`config.mk`:
```
export PLATFORM = sky130hd
export DESIGN_NAME = xoodoo_rdi_gen_flat
export DESIGN_NICKNAME = d
export VERILOG_FILES = /design/src/rtl/xoodoo_sca_pkg.sv /design/src/rtl/xoodoo_rdi_gen_if.sv /design/src/rtl/xoodoo_xs32_step.sv /design/src/rtl/xoodoo_rdi_gen.sv /design/src/flat_wrapper.sv
export SDC_FILE = /design/constraint.sdc
export NUM_CORES = 2
export LEC_CHECK = 0
export ABC_AREA = 1
export BUFFER_PORTS_ARGS = -buffer_cell sky130_fd_sc_hd__buf_2
export CORE_UTILIZATION = 45
export DETAILED_ROUTE_END_ITERATION = 7
export GPL_TIMING_DRIVEN = 0
export PLACE_DENSITY = 0.74
export SYNTH_ARGS = -nofsm -noshare
export SYNTH_HDL_FRONTEND = slang
export SYNTH_SLANG_ARGS = --single-unit
```
`constraint.sdc`:
```
create_clock -name clk -period 4.9 [get_ports clk]
set_input_delay 0.245 -clock clk [delete_from_list [all_inputs] [get_ports clk]]
set_output_delay 0.245 -clock clk [all_outputs]
set_load 0.02 [all_outputs]
```
`src/rtl/xoodoo_sca_pkg.sv`:
```
// xoodoo_sca_pkg
// Shared definitions for the masked Xoodoo randomness source: lane geometry,
// the zero-lane replacement constant, the rdi generator FSM encoding and the
// helper that merges one seed word into a state lane.
package xoodoo_sca_pkg;

    localparam int NLANES = 12;
    localparam int LANE_W = 32;
    localparam int RDI_W  = NLANES * LANE_W;

    // xorshift32 has a fixed point at zero, so a lane may never be left at 0.
    localparam logic [LANE_W-1:0] RDI_ZERO_FIX = 32'h9E3779B9;

    localparam logic [3:0] LAST_LANE = 4'd11;

    typedef enum logic [1:0] {
        SEED  = 2'd0,
        READY = 2'd1,
        OUT0  = 2'd2,
        OUT1  = 2'd3
    } rdi_state_e;

    // Merge a seed word into a lane (overwrite or XOR-in) and replace a zero
    // result by the lane-specific fix constant.
    function automatic logic [LANE_W-1:0] seed_lane(
        input logic [LANE_W-1:0] old_lane,
        input logic [LANE_W-1:0] word,
        input logic              xor_in,
        input logic [3:0]        lane_idx
    );
        logic [LANE_W-1:0] merged;
        merged = xor_in ? (old_lane ^ word) : word;
        if (merged == '0) begin
            merged = RDI_ZERO_FIX ^ {28'd0, lane_idx};
        end
        return merged;
    endfunction

endpackage

```
`src/rtl/xoodoo_rdi_gen_if.sv`:
```
// xoodoo_rdi_gen_if
// Bundles the seed input channel and the randomness request/output channel.
//   seed_data/seed_valid -> seed_ready : word-serial seeding handshake
//   req -> ready                       : one word pair per accepted request
//   rdi, rdi0_en, rdi1_en              : 384-bit random word and share strobes
// master: the side that seeds and requests; slave: the generator.
interface xoodoo_rdi_gen_if;
    import xoodoo_sca_pkg::*;

    logic [LANE_W-1:0] seed_data;
    logic              seed_valid;
    logic              seed_ready;
    logic              req;
    logic              ready;
    logic [RDI_W-1:0]  rdi;
    logic              rdi0_en;
    logic              rdi1_en;

    modport master (
        output seed_data, seed_valid, req,
        input  seed_ready, ready, rdi, rdi0_en, rdi1_en
    );

    modport slave (
        input  seed_data, seed_valid, req,
        output seed_ready, ready, rdi, rdi0_en, rdi1_en
    );

endinterface

```
`src/rtl/xoodoo_xs32_step.sv`:
```
// xoodoo_xs32_step
// Purely combinational xorshift32 step for one 32-bit lane:
//   x ^= x << 13; x ^= x >> 17; x ^= x << 5
// Ports: x_i current lane value, x_o next lane value.
module xoodoo_xs32_step
    import xoodoo_sca_pkg::*;
(
    input  logic [LANE_W-1:0] x_i,
    output logic [LANE_W-1:0] x_o
);

    logic [LANE_W-1:0] t1;
    logic [LANE_W-1:0] t2;

    // Three shift/XOR stages of the generator.
    always_comb begin
        t1  = x_i ^ (x_i << 13);
        t2  = t1 ^ (t1 >> 17);
        x_o = t2 ^ (t2 << 5);
    end

endmodule

```
`src/rtl/xoodoo_rdi_gen.sv`:
```
// xoodoo_rdi_gen
// Fresh-randomness source for the first-order threshold Xoodoo round. Holds a
// 12 x 32-bit xorshift32 state, seeded word-serially, and emits two 384-bit
// words per request: word A with rdi0_en, then word B with rdi1_en.
// Ports:
//   clk  : rising-edge clock
//   rst  : synchronous active-low reset
//   bus  : xoodoo_rdi_gen_if.slave (seed channel, req/ready, rdi + strobes)
// Parameter RESEED_PERIOD (1..65535): word pairs between forced reseeds.
// Optional feature macro XOODOO_RDI_RESEED_EN: adds a pair counter that sends
// the FSM back to SEED every RESEED_PERIOD pairs; reseed words are XORed into
// the existing state.
module xoodoo_rdi_gen
    import xoodoo_sca_pkg::*;
#(
    parameter int RESEED_PERIOD = 1024
) (
    input  logic                  clk,
    input  logic                  rst,
    xoodoo_rdi_gen_if.slave       bus
);

    if (RESEED_PERIOD < 1 || RESEED_PERIOD > 65535) begin : g_bad_period
        $error("xoodoo_rdi_gen: RESEED_PERIOD must be in 1..65535");
    end

    rdi_state_e state_q, state_d;
    logic [3:0] lane_cnt_q, lane_cnt_d;
    logic [NLANES-1:0][LANE_W-1:0] lanes_q, lanes_d;
    logic [NLANES-1:0][LANE_W-1:0] lanes_step;
    logic [RDI_W-1:0] rdi_q, rdi_d;
    logic xor_in;
    logic req_ok;
    logic emit;

`ifdef XOODOO_RDI_RESEED_EN
    logic [15:0] pair_cnt_q, pair_cnt_d;
    // The very first seed starts from an all-zero state, so XOR-in is
    // identical to overwriting there.
    assign xor_in = 1'b1;
`else
    assign xor_in = 1'b0;
`endif

    for (genvar k = 0; k < NLANES; k++) begin : g_step
        xoodoo_xs32_step u_step (
            .x_i (lanes_q[k]),
            .x_o (lanes_step[k])
        );
    end

    assign bus.rdi = rdi_q;

    // Next-state logic. The state register advances only on the edge that
    // enters OUT0 or OUT1, and the same stepped value is loaded into rdi so
    // the word is visible in the cycle its strobe is high.
    always_comb begin
        state_d        = state_q;
        lane_cnt_d     = lane_cnt_q;
        lanes_d        = lanes_q;
        rdi_d          = rdi_q;
        emit           = 1'b0;
        req_ok         = 1'b0;
        bus.seed_ready = 1'b0;
        bus.ready      = 1'b0;
        bus.rdi0_en    = 1'b0;
        bus.rdi1_en    = 1'b0;
`ifdef XOODOO_RDI_RESEED_EN
        pair_cnt_d     = pair_cnt_q;
`endif

        case (state_q)
            SEED: begin
                bus.seed_ready = 1'b1;
                if (bus.seed_valid) begin
                    for (int k = 0; k < NLANES; k++) begin
                        if (lane_cnt_q == 4'(k)) begin
                            lanes_d[k] = seed_lane(lanes_q[k], bus.seed_data, xor_in, 4'(k));
                        end
                    end
                    if (lane_cnt_q == LAST_LANE) begin
                        lane_cnt_d = 4'd0;
                        state_d    = READY;
                    end else begin
                        lane_cnt_d = lane_cnt_q + 4'd1;
                    end
                end
            end
            READY: begin
                req_ok = 1'b1;
            end
            OUT0: begin
                bus.rdi0_en = 1'b1;
                emit        = 1'b1;
                state_d     = OUT1;
            end
            OUT1: begin
                bus.rdi1_en = 1'b1;
                req_ok      = 1'b1;
                state_d     = READY;
`ifdef XOODOO_RDI_RESEED_EN
                // A due reseed takes priority: the request is not sampled.
                pair_cnt_d = pair_cnt_q + 16'd1;
                if (pair_cnt_d == 16'(RESEED_PERIOD)) begin
                    pair_cnt_d = 16'd0;
                    req_ok     = 1'b0;
                    state_d    = SEED;
                end
`endif
            end
            default: begin
                state_d = SEED;
            end
        endcase

        bus.ready = req_ok;
        if (req_ok && bus.req) begin
            state_d = OUT0;
            emit    = 1'b1;
        end

        if (emit) begin
            lanes_d = lanes_step;
            rdi_d   = lanes_step;
        end
    end

    // State, counters and output register; reset forces a full reseed.
    always_ff @(posedge clk) begin
        if (!rst) begin
            state_q    <= SEED;
            lane_cnt_q <= 4'd0;
            lanes_q    <= '0;
            rdi_q      <= '0;
`ifdef XOODOO_RDI_RESEED_EN
            pair_cnt_q <= 16'd0;
`endif
        end else begin
            state_q    <= state_d;
            lane_cnt_q <= lane_cnt_d;
            lanes_q    <= lanes_d;
            rdi_q      <= rdi_d;
`ifdef XOODOO_RDI_RESEED_EN
            pair_cnt_q <= pair_cnt_d;
`endif
        end
    end

endmodule
```
`src/flat_wrapper.sv`:
```
// flat-port wrapper written by rule: the top's interface ports become plain ports
module xoodoo_rdi_gen_flat import xoodoo_sca_pkg::*;
#(
    parameter int RESEED_PERIOD = 1024
)
  (clk, rst, bus_seed_data, bus_seed_valid, bus_req, bus_seed_ready, bus_ready, bus_rdi, bus_rdi0_en, bus_rdi1_en);
  xoodoo_rdi_gen_if bus_i ();
  input  logic clk;
  input  logic rst;
  input wire logic [$bits(bus_i.seed_data)-1:0] bus_seed_data;
  input wire logic [$bits(bus_i.seed_valid)-1:0] bus_seed_valid;
  input wire logic [$bits(bus_i.req)-1:0] bus_req;
  output wire logic [$bits(bus_i.seed_ready)-1:0] bus_seed_ready;
  output wire logic [$bits(bus_i.ready)-1:0] bus_ready;
  output wire logic [$bits(bus_i.rdi)-1:0] bus_rdi;
  output wire logic [$bits(bus_i.rdi0_en)-1:0] bus_rdi0_en;
  output wire logic [$bits(bus_i.rdi1_en)-1:0] bus_rdi1_en;
  assign bus_i.seed_data = bus_seed_data;
  assign bus_i.seed_valid = bus_seed_valid;
  assign bus_i.req = bus_req;
  assign bus_seed_ready = bus_i.seed_ready;
  assign bus_ready = bus_i.ready;
  assign bus_rdi = bus_i.rdi;
  assign bus_rdi0_en = bus_i.rdi0_en;
  assign bus_rdi1_en = bus_i.rdi1_en;
  xoodoo_rdi_gen #(.RESEED_PERIOD(RESEED_PERIOD)) u_core (.clk(clk), .rst(rst), .bus(bus_i));
endmodule
```
==> flow_summary.toml <==
[floorplanning]
rows = 109
design.portCount = 424
die_area_um2 = 90980
start_util_pct = 45.58
core_area_um2 = 88650
die_y_um = 301.6
die_w_um = 301.6

[hold_path]
hold_path_depth = 4
hold_path.class = "in -> reg"
min_from = "bus_seed_data[21]"
hold_end = "u_core.lanes_q[53]$_SDFFE_PN0P_"

[clock_network]
root_buffer = "clkbuf_16"
cts-htree-levels = 3
clock_path_buffers = 3
numClockSinks = 774
cts_buffers = 87
cts_resized = 0
clkTransAtPathRegs_ps = 70
cts_tree = "yes"
clkLatencyLatePin_ps = 690

[critical_path]
critPathMaxStageDelay_ps = 910
reg2regPathDepth = 9
regToRegStartpoint = "u_core.state_q[1]$_SDFFE_PN0P_"
r2r_end = "u_core.lanes_q[320]$_SDFFE_PN0P_"
r2r_slack_ps = 890
critPathTopFamily = "simple AND/OR/NAND/NOR gates"
cpMostUsedCell = "nand2_1"
cp_slowest_cell = "nand2_1"
cp-end-kind = "flip-flop"
arrival_ps = 4580
worstPathRequired_ps = 5470
crit_type = "reg -> reg"
path_max_fanout = 10
crit_cells = 9
path_buf_inv = 4
start_kind = "flip-flop"
cp_cell_sequence = "nand2_1, nand2_4, inv_4, buf_6, buf_4, nand2_1, nand2_1, o21bai_1, inv_1"

[synthesis]
synth_seq_area_share_pct = 38.35
synthFlopType = "dfxtp_1"
synthCells = 6302
syn_avg_cell_area_um2 = 6.411
synthArstFlopShare_pct = 0
yosysTopAreaCell = "dfxtp_1"
yosysTopAreaCellShare_pct = 38.35
ys_warn_count = 0
ys_ff_latch = 774
synth_area_um2 = 40400
synth_edf_count = 0
synth.distinct_cells = 32
synthTopCellsByArea = "dfxtp_1 38%, nand2_1 20%, a21oi_1 9.1%"
synth_nets = 6342

[drt]
antenna_left = 0
routed_via_density = 5.715
vias = 46032
dr.pass1.iters = 8
drt_iter0_drc = 6803
wl_per_cell_um = 23.39
routed_wl_mm = 188.4
drc = 52

[sta]
hold_viol = 0
setup-violations-final = 0
clock.fmax_mhz = 249.4
setup-tns-final_ps = 0
worst_pin_slew_ps = 1586
rsz0062_at_grt = "false"
max_slew_margin_pct = -5.714
min_period_ps = 4010
skew_ps = 35.44
period_share_pct = 81.83
report.final.slew_viol_count = 36

[finish]
fill_cells = 8971
drive_above_1_share_pct = 11.34
nets = 6855
syn_to_final_growth_pct = 16.59
final-seq-area_um2 = 15490
stdcell_count = 8055
stdcell_area_um2 = 47100
multi_input_area_um2 = 20330

[placement]
io_buffers = 422
gp_congestion = 1.021
place_inst = 7890
placed_area_um2 = 44010
dp_hpwl_mm = 134.0

[global_routing]
grt_pass1_wl_mm = 265.1
grt_pass1_vias = 40109
busiest_layer = "met2"
grt_max_degree = 15
track_usage_pct = 39.90
antenna_found_initial = 8
use_met1_pct = 51.57
grt-ovfl-total = 0
grtUsageMet3_pct = 10.37
gr-usage-met2_pct = 58.92

[pwr]
leakage_nw = 22.32
powerDensity_nw_per_um2 = 315.9
ir_worst_vdd_mv = 0.2470

[run_status]
status = "finished, violations left"
violations = "DRC, capacitance limit, slew limit"

[flow_run]
cap_violations = 4
## flip-flops by register name, indices dropped and copies added (netlist names)
| signal | count |
|---|---|
| u_core.lanes_q | 384 |
| u_core.state_q | 2 |
| u_core.bus.rdi | 384 |
| u_core.lane_cnt_q | 4 |
## stage by stage
step / setup slack (ps) / hold slack [ps] / utilization, % / total power, W
6_report: 890.2 / 60.10 / 53.13 / 0.01488
5_1_grt: 1074 / 99.99 / 53.12 / 0.01520
4_1_cts: 1117 / 59.18 / 53.12 / 0.01479
3_5_place_dp: 1145 / 450.4 / 49.64 / 0.007748
3_3_place_gp: 1162 / 447.6 / 49.60 / 0.007735
2_1_floorplan: 3196 / 400.9 / - / 0.007270
## logic make-up after synthesis
logic type               count (synthesis)  synth area share [%]
flip-flops                             774                 38.35
adder cells (fa/ha/maj)                  4                0.1239
XOR/XNOR                               130                 2.818
buffers and inverters                 1087                 11.33
AO/OA/AOI/OAI                         1231                 15.92
AND/OR/NAND/NOR                       3076                 31.46
## report_power, final
group	switching, W	internal (W)
combinational	0.000946	0.000292
clock	0.00293	0.00426
sequential	0.0000876	0.00637
## routing by layer
| metal | vias to the layer above | routed length (µm) |
|---|---|---|
| met5 | - | 34 |
| met4 | 4 | 13470 |
| met3 | 644 | 25390 |
| met2 | 3129 | 77800 |
| met1 | 21014 | 71710 |
| li1 | 21241 | - |
## worst register-to-register path, stage by stage (launching register included)
cell and delay (ps):
dfxtp_1 560, nand2_1 180, nand2_4 280, inv_4 200, buf_6 210, buf_4 230, nand2_1 860, nand2_1 920
o21bai_1 390, inv_1 60
## timing repair
action,CTS,global route
buffers inserted,0,0
endpoints found under the hold margin,2,0
hold buffers,1,0
## final cells by class
class,instances,share of cell area [%]
diodes,4,0.02125
plain buffers,284,3.331
clock buffers,114,5.273
clock inverters,46,1.259
inverters,803,6.404
multi-input cells,4441,43.16
flip-flops and latches,774,32.90
well taps,1165,3.095
repair buffers,424,4.564
## layout by cell type, fill, tap and decap left out, drive strengths merged, types with 50 or more instances in the layout
cell type	netlist	routed
a21oi	733	733
buf	166	589
clkbuf	118	232
dfxtp	774	774
inv	803	807
nand2	2205	2205
nand3	654	654
nor2	125	125
o21ai	401	401
xnor2	80	80
xor2	50	50
## worst max path at each step
stage | start | to | slack, ps
floorplan | u_core.state_q[1]$_SDFFE_PN0P_ | u_core.lanes_q[374]$_SDFFE_PN0P_ | 3200
global placement | u_core.state_q[1]$_SDFFE_PN0P_ | u_core.lanes_q[128]$_SDFFE_PN0P_ | 1160
detailed placement | u_core.state_q[1]$_SDFFE_PN0P_ | u_core.lanes_q[320]$_SDFFE_PN0P_ | 1150
CTS | u_core.state_q[1]$_SDFFE_PN0P_ | u_core.lanes_q[320]$_SDFFE_PN0P_ | 1120
global route | u_core.state_q[1]$_SDFFE_PN0P_ | u_core.lanes_q[256]$_SDFFE_PN0P_ | 1070
finish | u_core.state_q[1]$_SDFFE_PN0P_ | u_core.lanes_q[320]$_SDFFE_PN0P_ | 890
## Yosys cell counts (45+ instances only)
| cell | instances |
|---|---|
| o21ai_0 | 381 |
| a21oi_1 | 733 |
| nand2_1 | 2197 |
| inv_1 | 795 |
| nand3_1 | 654 |
| dfxtp_1 | 774 |
| xnor2_1 | 80 |
| clkbuf_1 | 118 |
| nor2_1 | 118 |
| o211ai_1 | 45 |
| xor2_1 | 50 |
| nand3b_1 | 49 |
| buf_2 | 111 |
(Power assumes the default switching activity.)
